**src/rtl/io_uart_pkg.sv**
```systemverilog
// Shared constants and types for the memory-mapped 8N1 UART.
// Register offsets, STATUS bit positions, FSM state encoding and divisor floor.
package io_uart_pkg;

    localparam logic [3:0] ADDR_TXDATA  = 4'h0;
    localparam logic [3:0] ADDR_RXDATA  = 4'h4;
    localparam logic [3:0] ADDR_STATUS  = 4'h8;
    localparam logic [3:0] ADDR_DIVISOR = 4'hC;

    localparam int STAT_TX_BUSY      = 0;
    localparam int STAT_RX_VALID     = 1;
    localparam int STAT_RX_OVERRUN   = 2;
    localparam int STAT_RX_FRAME_ERR = 3;
    localparam int STAT_TX_DROP      = 4;

    localparam int unsigned MIN_DIVISOR = 4;

    typedef enum logic [1:0] {
        ST_IDLE,
        ST_START,
        ST_DATA,
        ST_STOP
    } uart_state_e;

    function automatic logic [15:0] clamp_divisor(input logic [15:0] value,
                                                  input logic [15:0] floor_value);
        return (value < floor_value) ? floor_value : value;
    endfunction

endpackage

```
**src/rtl/io_uart_bit_timer.sv**
```systemverilog
// Bit-period down-counter: load arms it for a full (or half) divisor period,
// tick pulses for one cycle in the last cycle of that period.
module io_uart_bit_timer (
    input  logic        clk,
    input  logic        rst_n,
    input  logic        load,
    input  logic        half,
    input  logic [15:0] divisor,
    output logic        tick
);
    logic [15:0] count;
    logic        armed;
    logic [15:0] span;

    assign span = half ? {1'b0, divisor[15:1]} : divisor;
    assign tick = armed && (count == 16'd0);

    always_ff @(posedge clk or negedge rst_n) begin
        if (!rst_n) begin
            count <= 16'd0;
            armed <= 1'b0;
        end else if (load) begin
            count <= span - 16'd1;
            armed <= 1'b1;
        end else if (armed) begin
            if (count == 16'd0) begin
                armed <= 1'b0;
            end else begin
                count <= count - 16'd1;
            end
        end
    end

endmodule

```
**src/rtl/io_uart.sv**
```systemverilog
// Memory-mapped 8N1 UART: TXDATA / RXDATA / STATUS / DIVISOR, combinational read data.
// state    | meaning
// ST_IDLE  | line idle, waiting for a TX write or an RX falling edge
// ST_START | start bit (TX drives 0; RX waits half a bit then re-checks the line)
// ST_DATA  | eight data bits, LSB first
// ST_STOP  | stop bit (TX drives 1; RX samples it and delivers the byte)
module io_uart #(
    parameter int unsigned DEFAULT_DIVISOR = 868,
    parameter int unsigned MIN_DIVISOR     = io_uart_pkg::MIN_DIVISOR
) (
    input  logic        clk,
    input  logic        rst_n,
    input  logic [31:0] io_address,
    input  logic        io_read_en,
    input  logic        io_write_en,
    input  logic [31:0] io_write_value,
    output logic [31:0] io_read_value,
    input  logic        uart_rx,
    output logic        uart_tx
);
    import io_uart_pkg::*;

    localparam logic [15:0] DIV_RESET = 16'(DEFAULT_DIVISOR);
    localparam logic [15:0] DIV_MIN   = 16'(MIN_DIVISOR);

    logic        hit;
    logic [1:0]  sel;
    logic        wr_tx, wr_status, wr_div, rd_rx;
    logic [15:0] divisor;

    assign hit       = (io_address[31:4] == 28'd0);
    assign sel       = io_address[3:2];
    assign wr_tx     = io_write_en && hit && (sel == ADDR_TXDATA[3:2]);
    assign wr_status = io_write_en && hit && (sel == ADDR_STATUS[3:2]);
    assign wr_div    = io_write_en && hit && (sel == ADDR_DIVISOR[3:2]);
    assign rd_rx     = io_read_en  && hit && (sel == ADDR_RXDATA[3:2]);

    logic unused_bits;
    assign unused_bits = ^{io_address[1:0], io_write_value[31:16]};

    always_ff @(posedge clk or negedge rst_n) begin
        if (!rst_n) begin
            divisor <= DIV_RESET;
        end else if (wr_div) begin
            divisor <= clamp_divisor(io_write_value[15:0], DIV_MIN);
        end
    end

    uart_state_e tx_state;
    logic [7:0]  tx_shift;
    logic [2:0]  tx_cnt;
    logic [15:0] tx_div;
    logic        tx_busy, tx_start, tx_load, tx_tick, tx_drop;

    assign tx_busy  = (tx_state != ST_IDLE);
    assign tx_start = wr_tx && !tx_busy;
    assign tx_load  = tx_start || (tx_tick && (tx_state inside {ST_START, ST_DATA}));

    io_uart_bit_timer u_tx_timer (
        .clk     (clk),
        .rst_n   (rst_n),
        .load    (tx_load),
        .half    (1'b0),
        .divisor (tx_busy ? tx_div : divisor),
        .tick    (tx_tick)
    );

    always_ff @(posedge clk or negedge rst_n) begin
        if (!rst_n) begin
            tx_state <= ST_IDLE;
            tx_shift <= 8'd0;
            tx_cnt   <= 3'd0;
            tx_div   <= DIV_RESET;
            tx_drop  <= 1'b0;
            uart_tx  <= 1'b1;
        end else begin
            case (tx_state)
                ST_IDLE: if (tx_start) begin
                    tx_state <= ST_START;
                    tx_shift <= io_write_value[7:0];
                    tx_div   <= divisor;
                    uart_tx  <= 1'b0;
                end
                ST_START: if (tx_tick) begin
                    tx_state <= ST_DATA;
                    tx_cnt   <= 3'd0;
                    uart_tx  <= tx_shift[0];
                    tx_shift <= {1'b0, tx_shift[7:1]};
                end
                ST_DATA: if (tx_tick) begin
                    if (tx_cnt == 3'd7) begin
                        tx_state <= ST_STOP;
                        uart_tx  <= 1'b1;
                    end else begin
                        tx_cnt   <= tx_cnt + 3'd1;
                        uart_tx  <= tx_shift[0];
                        tx_shift <= {1'b0, tx_shift[7:1]};
                    end
                end
                ST_STOP: if (tx_tick) begin
                    tx_state <= ST_IDLE;
                end
            endcase
            // set after clear so a simultaneous drop wins over write-1-clear
            if (wr_status && io_write_value[STAT_TX_DROP]) tx_drop <= 1'b0;
            if (wr_tx && tx_busy) tx_drop <= 1'b1;
        end
    end

    logic        rx_meta, rx_sync, rx_prev, rx_fall;
    uart_state_e rx_state;
    logic [7:0]  rx_shift, rx_byte;
    logic [2:0]  rx_cnt;
    logic [15:0] rx_div;
    logic        rx_load, rx_tick, rx_done;
    logic        rx_valid, rx_overrun, rx_frame_err;

    assign rx_fall = rx_prev && !rx_sync;
    assign rx_done = (rx_state == ST_STOP) && rx_tick;
    assign rx_load = ((rx_state == ST_IDLE)  && rx_fall) ||
                     ((rx_state == ST_START) && rx_tick && !rx_sync) ||
                     ((rx_state == ST_DATA)  && rx_tick);

    always_ff @(posedge clk or negedge rst_n) begin
        if (!rst_n) begin
            rx_meta <= 1'b1;
            rx_sync <= 1'b1;
            rx_prev <= 1'b1;
        end else begin
            rx_meta <= uart_rx;
            rx_sync <= rx_meta;
            rx_prev <= rx_sync;
        end
    end

    io_uart_bit_timer u_rx_timer (
        .clk     (clk),
        .rst_n   (rst_n),
        .load    (rx_load),
        .half    (rx_state == ST_IDLE),
        .divisor ((rx_state == ST_IDLE) ? divisor : rx_div),
        .tick    (rx_tick)
    );

    always_ff @(posedge clk or negedge rst_n) begin
        if (!rst_n) begin
            rx_state     <= ST_IDLE;
            rx_shift     <= 8'd0;
            rx_cnt       <= 3'd0;
            rx_div       <= DIV_RESET;
            rx_byte      <= 8'd0;
            rx_valid     <= 1'b0;
            rx_overrun   <= 1'b0;
            rx_frame_err <= 1'b0;
        end else begin
            case (rx_state)
                ST_IDLE: if (rx_fall) begin
                    rx_state <= ST_START;
                    rx_div   <= divisor;
                end
                ST_START: if (rx_tick) begin
                    rx_state <= rx_sync ? ST_IDLE : ST_DATA;
                    rx_cnt   <= 3'd0;
                end
                ST_DATA: if (rx_tick) begin
                    rx_shift <= {rx_sync, rx_shift[7:1]};
                    if (rx_cnt == 3'd7) rx_state <= ST_STOP;
                    else                rx_cnt   <= rx_cnt + 3'd1;
                end
                ST_STOP: if (rx_tick) begin
                    rx_state <= ST_IDLE;
                end
            endcase
            if (wr_status && io_write_value[STAT_RX_OVERRUN])   rx_overrun   <= 1'b0;
            if (wr_status && io_write_value[STAT_RX_FRAME_ERR]) rx_frame_err <= 1'b0;
            // a read landing on the completion edge consumes the old byte, not the new one
            if (rx_done) begin
                rx_byte  <= rx_shift;
                rx_valid <= 1'b1;
                if (rx_valid && !rd_rx) rx_overrun   <= 1'b1;
                if (!rx_sync)           rx_frame_err <= 1'b1;
            end else if (rd_rx) begin
                rx_valid <= 1'b0;
            end
        end
    end

    always_comb begin
        io_read_value = 32'd0;
        if (io_read_en && hit) begin
            case (sel)
                ADDR_RXDATA[3:2]:  io_read_value = {24'd0, rx_byte};
                ADDR_STATUS[3:2]:  io_read_value = {27'd0, tx_drop, rx_frame_err,
                                                    rx_overrun, rx_valid, tx_busy};
                ADDR_DIVISOR[3:2]: io_read_value = {16'd0, divisor};
                default:           io_read_value = 32'd0;
            endcase
        end
    end

endmodule

```
**config.mk**
```make
export PLATFORM = sky130hd
export DESIGN_NAME = io_uart
export DESIGN_NICKNAME = d
export VERILOG_FILES = /design/src/rtl/io_uart_pkg.sv /design/src/rtl/io_uart_bit_timer.sv /design/src/rtl/io_uart.sv
export SDC_FILE = /design/constraint.sdc
export NUM_CORES = 1
export LEC_CHECK = 0
export BUFFER_PORTS_ARGS = -buffer_cell sky130_fd_sc_hd__clkbuf_2
export CAP_MARGIN = 30
export CORE_UTILIZATION = 54
export DETAILED_ROUTE_END_ITERATION = 8
export PLACE_DENSITY = 0.76
export SLEW_MARGIN = 15
export SYNTH_ARGS = -nofsm -noshare
export SYNTH_HDL_FRONTEND = slang
export SYNTH_HIERARCHICAL = 1
export SYNTH_SLANG_ARGS = --single-unit
```
**constraint.sdc**
```tcl
create_clock -name clk -period 5.5 [get_ports clk]
set_input_delay 0 -clock clk [delete_from_list [all_inputs] [get_ports clk]]
set_output_delay 0 -clock clk [all_outputs]
set_load 0.05 [all_outputs]
```
==> results of run 1 <==
-- worst max-delay path, cell delays in order (launching register included) --
cell,delay [ns]
dfrtp_1,0.40
nor4_1,0.40
nand4_1,0.19
nor2_1,0.38
nand2_1,0.12
nor3_1,0.19
o21bai_2,0.15
buf_4,0.37
mux2i_2,0.37
ha_1,0.29
o211a_1,0.19
nand3_1,0.16
nor4_1,0.39
xnor2_1,0.16
o21ai_1,0.07
-- power groups by stage --
stage / Combinational (uW) / Sequential (uW) / Clock [uW]
floorplan: 255 / 1010 / 0
global placement: 318 / 1020 / 0
detailed placement: 330 / 1020 / 0
CTS: 341 / 1010 / 1160
global route: 382 / 1010 / 1200
finish: 343 / 1010 / 1140
-- metal layers --
metal,track usage,share of wire
met4,0.0852,0.018
met5,0,0
met2,0.409,0.51
met3,0.0561,0.031
met1,0.301,0.44
-- synthesized netlist by cell type, drive strengths merged, types with 12 or more instances --
library cell | n | area [um2]
clkbuf | 12 | 45.0
inv | 18 | 67.6
nor2 | 44 | 165
nand3 | 13 | 82.6
nand4 | 13 | 130
a21oi | 30 | 150
o21ai | 29 | 145
dfstp | 19 | 499
dfrtp | 105 | 2630
xor2 | 12 | 105
nand2 | 39 | 146
mux2 | 122 | 1460
mux2i | 44 | 591
buf | 32 | 249
a31oi | 14 | 87.6
nor4 | 24 | 220
-- metrics by stage --
stage           util  hold slack, ns  worst slack [ns]  area (um2)  power, uW
2_1_floorplan      -          -0.296              2.17        7570       1260
3_3_place_gp   0.591          0.0104              1.63        7920       1340
3_5_place_dp   0.594          0.0183              1.55        7960       1350
4_1_cts        0.652          0.0766              1.57        8740       2510
5_1_grt        0.652           0.111              1.11        8740       2600
6_report       0.652          0.0950              1.55        8740       2490
-- worst paths after layout --
| kind | from | end | slack (ns) | cells after the start |
|---|---|---|---|---|
| max | u_rx_timer/count[9] | u_rx_timer/count[12] | 1.55 | 14 |
| min | io_address[2] | rx_overrun | 0.09 | 4 |
| max reg2reg | u_rx_timer/count[9] | u_rx_timer/count[12] | 1.55 | 14 |
| min reg2reg | rx_meta | rx_sync | 0.36 | 0 |
| max in group asynchronous | rst_n | rx_div[9] | 4.19 | 4 |
| min in group asynchronous | rst_n | tx_shift[0] | 0.10 | 2 |
-- registers in the layout, summed over array words and instances (netlist names), 8 cells and up, named ones only --
register and flops:
u_rx_timer/count 16, tx_shift 8, rx_byte 8, tx_div 16, rx_shift 8, divisor 16
rx_div 16, u_tx_timer/count 16
-- repair_timing --
| action | CTS | global route |
|---|---|---|
| hold endpoints to repair | 66 | 0 |
| setup buffers | 0 | 0 |
| hold buffers | 18 | 0 |
-- cell families (layout without fill, tap and decap cells) --
logic type / Yosys count / after routing / synth area share
flops: 124 / 124 / 0.416
compound gates: 102 / 102 / 0.0843
fa+ha+maj: 10 / 10 / 0.0167
mux: 166 / 166 / 0.272
buf+inv: 62 / 147 / 0.0481
other cells: 1 / 17 / 0.000499
xor+xnor: 20 / 20 / 0.0233
simple gates: 174 / 174 / 0.138
-- final cells by class --
cell class                      instances  area [um2]
Fill cell                            1006        4660
Multi-Input combinational cell        489        4100
Sequential cell                       124        3130
Timing Repair Buffer                   97         632
Clock buffer                           17         425
Tap cell                              176         220
Clock inverter                         15         175
Inverter                               18        67.6
==> metrics.txt, run 1 <==
Final period util=0.718; Max Buffers Root-to-Sink=2; total grt overflow=0; slew margin rel.=0.513; clock skew=0.00658 ns; CP Capture Type=flip-flop; CTS HTree Levels=4; root buf cell=clkbuf_16; num rows=42; gpl congestion=0.876; synth warn=6; status=finished, final reports clean; Iter 0 DRT Violations=291; Area Overhead vs Synth=16.4%; core area=13400 um2; pwr dens=between 200 and 300 nW/um2; Worst-path clk slew=roughly 0.060 ns; Reg power frac=0.405; Routed Antenna Nets=0; most frequent cells in the layout=dfrtp_1, mux2_2, clkbuf_2, nor2_1, nand2_1; P_int=1780 uW; FF+latch count, synth=124; Die ar.=14400 um2; clock sink total=124; share of layout cells above drive strength 1=0.372; minimum clock period=3.95 ns; worst slew pin tran=0.724 ns; clk_lat worst skew=0.42 ns; cell count after synthesis=~660; Final setup viols=0; CTS Buf Count=17; Setup TNS=0 ns; Logic pwr share=0.138; Final Routed Wirelength=16100 um; CP Data Required Time=5.80 ns; IO Port Bufs=between 60 and 70; final hold violation count=0; Die H=roughly 120 um; commonest non-fill, non-tap cell in the layout=dfrtp_1; Non-Filler Instances=between 900 and 1000; Avg WL per Cell=17.2 um; Placed Instances=~890; post-synth cell types=slightly above 60; Worst Path Arrival=between 4 and 5 ns; worst-path fanout max=26; sequential area share after synthesis=0.416; CTS tree=yes; first-pass GRT wire length=~27000 um; Final Max Tran Viols=0; hold crit path type=in -> reg; vias per cell=between 5 and 6; P_sw=~700 uW; WS Path Type=reg -> reg; Inserted Diodes=0; fmax=253 MHz; Vias=5358; fin nets=about 830; vias in the first global route=5499; FFs w/ async S/R, synth=1.00; Clock power frac=0.457; drt first pass iters=7; Post-synth EDFFs=0; top-level port count=102; Leakage=between 0.004 and 0.005 uW; Max-Cap Viols=0; Most used DFF post-synth=dfrtp_1; CTS resizes=0; Switching Fraction=0.285; Detailed Place HPWL=11200 um; starting density of the core=0.561; GRT Util Overall=0.242; initial antenna violation count=0; RSZ-0062 raised after global routing=no; largest net degree at the start of global routing=49; Mean Syn Cell Area=11.4 um2; Die Wd=~120 um; Synth Cell Area=7510 um2; Critical Path Source Type=flip-flop; peak supply drop=0.233 mV; drt drc=0
Note: power is estimated with default switching activity, not from simulation.
==> inputs of run 2 (changes only) <==
- clock period: 5.5 -> 3.7 ns (I/O delays scaled with it)
==> run 2 against run 1 <==
Against the previous run: critical endpoint unchanged; die area unchanged; global-route usage about the same; clock power up 62%; final cell count up 1.6%; clock skew about the same; routed wire length up 0.90%.
==> metrics.txt, run 2 (synthesis results as in run 1) <==
Leakage=0.00414 uW; Die Wd=between 100 and 150 um; vias in the first global route=5476; Final period util=0.941; Final setup viols=0; number of fill cells=between 900 and 1000; slew margin rel.=0.585; CTS HTree Levels=4; CTS tree=yes; Final Max Tran Viols=0; RSZ-0062 raised after global routing=no; minimum clock period=3.48 ns; Placed Instances=897; Non-Filler Instances=951; final hold violation count=0; Setup TNS=0 ns; Logic pwr share=0.142; fin nets=about 840; hold crit path type=in -> async; Reg2Reg Depth=14; Multi-input gate area=4100 um2; largest net degree at the start of global routing=between 70 and 80; drt drc=0; Iter 0 DRT Violations=291; CP Data Required Time=4.00 ns; P_int=2880 uW; Seq. cell area=3130 um2; Clock power frac=0.474; initial antenna violation count=0; Final Routed Wirelength=16300 um; clk_lat worst skew=0.42 ns; Worst Path Arrival=3.78 ns; Vias=approximately 5400; Avg WL per Cell=17.1 um; GRT Util Overall=0.242; first-pass GRT wire length=approximately 27000 um; WS Path Type=reg -> reg; share of layout cells above drive strength 1=0.383; commonest non-fill, non-tap cell in the layout=dfrtp_1; most frequent cells in the layout=dfrtp_1, mux2_2, clkbuf_2, nor2_1, nand2_1; CTS Buf Count=17; peak supply drop=0.339 mV; Max Buffers Root-to-Sink=2; CP Capture Type=flip-flop; Detailed Place HPWL=11100 um; top-level port count=102; Switching Fraction=0.261; worst reg2reg path endpoint=u_rx_timer/count[12]; Routed Antenna Nets=0; Die ar.=~14000 um2; Die H=120 um; worst slew pin tran=0.617 ns; Area Overhead vs Synth=19.0%; P_sw=~1000 uW; clock sink total=124; Max-Cap Viols=0; root buf cell=clkbuf_16; fmax=287 MHz; flop2flop setup slack=0.22 ns; Reg power frac=0.384; starting density of the core=0.561; vias per cell=~5.6; Worst-path clk slew=0.06 ns; status=finished, final reports clean; post-layout util=0.667; total grt overflow=0; IO Port Bufs=67; pwr dens=about 440 nW/um2; Inserted Diodes=0; drt first pass iters=4; Critical Path Source Type=flip-flop; worst-path fanout max=26; num rows=42; gpl congestion=0.878; core area=approximately 13000 um2; RR Startpoint=u_rx_timer/count[12]; worst hold margin=0.0127 ns; clock skew=0.00657 ns
==> run 2: what timing repair did <==
item	in CTS	in global routing
hold endpoints to repair	87	0
buffers inserted	0	0
hold buffers	19	0
resized for setup	0	0
==> run 2: power groups by stage <==
stage	sequential, uW	clock (uW)	combinational (uW)
detailed placement	1520	0	530
global placement	1510	0	511
floorplan	1500	0	379
CTS	1500	1880	547
finish	1500	1850	553
global route	1510	1930	611
==> run 2: how the worst max path moves through the flow <==
stage,start,to,slack [ns],depth (start not counted)
2_1_floorplan,u_rx_timer/count[5],u_rx_timer/count[11],0.37,13
5_1_grt,u_rx_timer/count[5],u_rx_timer/count[12],0.01,14
3_3_place_gp,u_rx_timer/count[9],u_rx_timer/count[12],0.39,14
6_report,u_rx_timer/count[12],u_rx_timer/count[12],0.22,14
3_5_place_dp,u_rx_timer/count[12],u_rx_timer/count[12],0.27,14
4_1_cts,u_rx_timer/count[12],u_rx_timer/count[12],0.21,14
==> run 2: critical path: stages, from the launching register on <==
cell	delay (ns)
dfrtp_1	0.39
nor4_1	0.39
nand4_1	0.19
nor2_1	0.17
nand2_1	0.09
nor3_1	0.21
o21bai_2	0.19
buf_12	0.23
mux2i_4	0.29
ha_1	0.25
o211a_1	0.18
nand3_1	0.15
nor4_1	0.40
xnor2_1	0.16
o21ai_1	0.07
==> run 2: stage by stage <==
stage          setup WS (ns)  power [uW]  cell area, um2
6_report               0.218        3900            8940
2_1_floorplan          0.365        1880            7570
3_3_place_gp           0.394        2030            8040
3_5_place_dp           0.275        2050            8050
4_1_cts                0.212        3920            8890
5_1_grt               0.0120        4050            8940
==> run 2: cell type report <==
class,count,share of cell area
Inverter,18,0.00756
Clock inverter,14,0.0244
Tap cell,176,0.0246
Clock buffer,18,0.0491
Sequential cell,124,0.350
Multi-Input combinational cell,489,0.458
Timing Repair Buffer,112,0.0861
==> run 2: routing by layer <==
layer | GRT usage | wire length [um] | vias to the layer above | share of wire
met5 | 0 | 0 | - | 0
met4 | 0.101 | 447 | 0 | 0.027
met3 | 0.0599 | 551 | 34 | 0.034
met2 | 0.401 | 8150 | 116 | 0.50
met1 | 0.299 | 7140 | 2614 | 0.44
li1 | - | - | 2588 | -
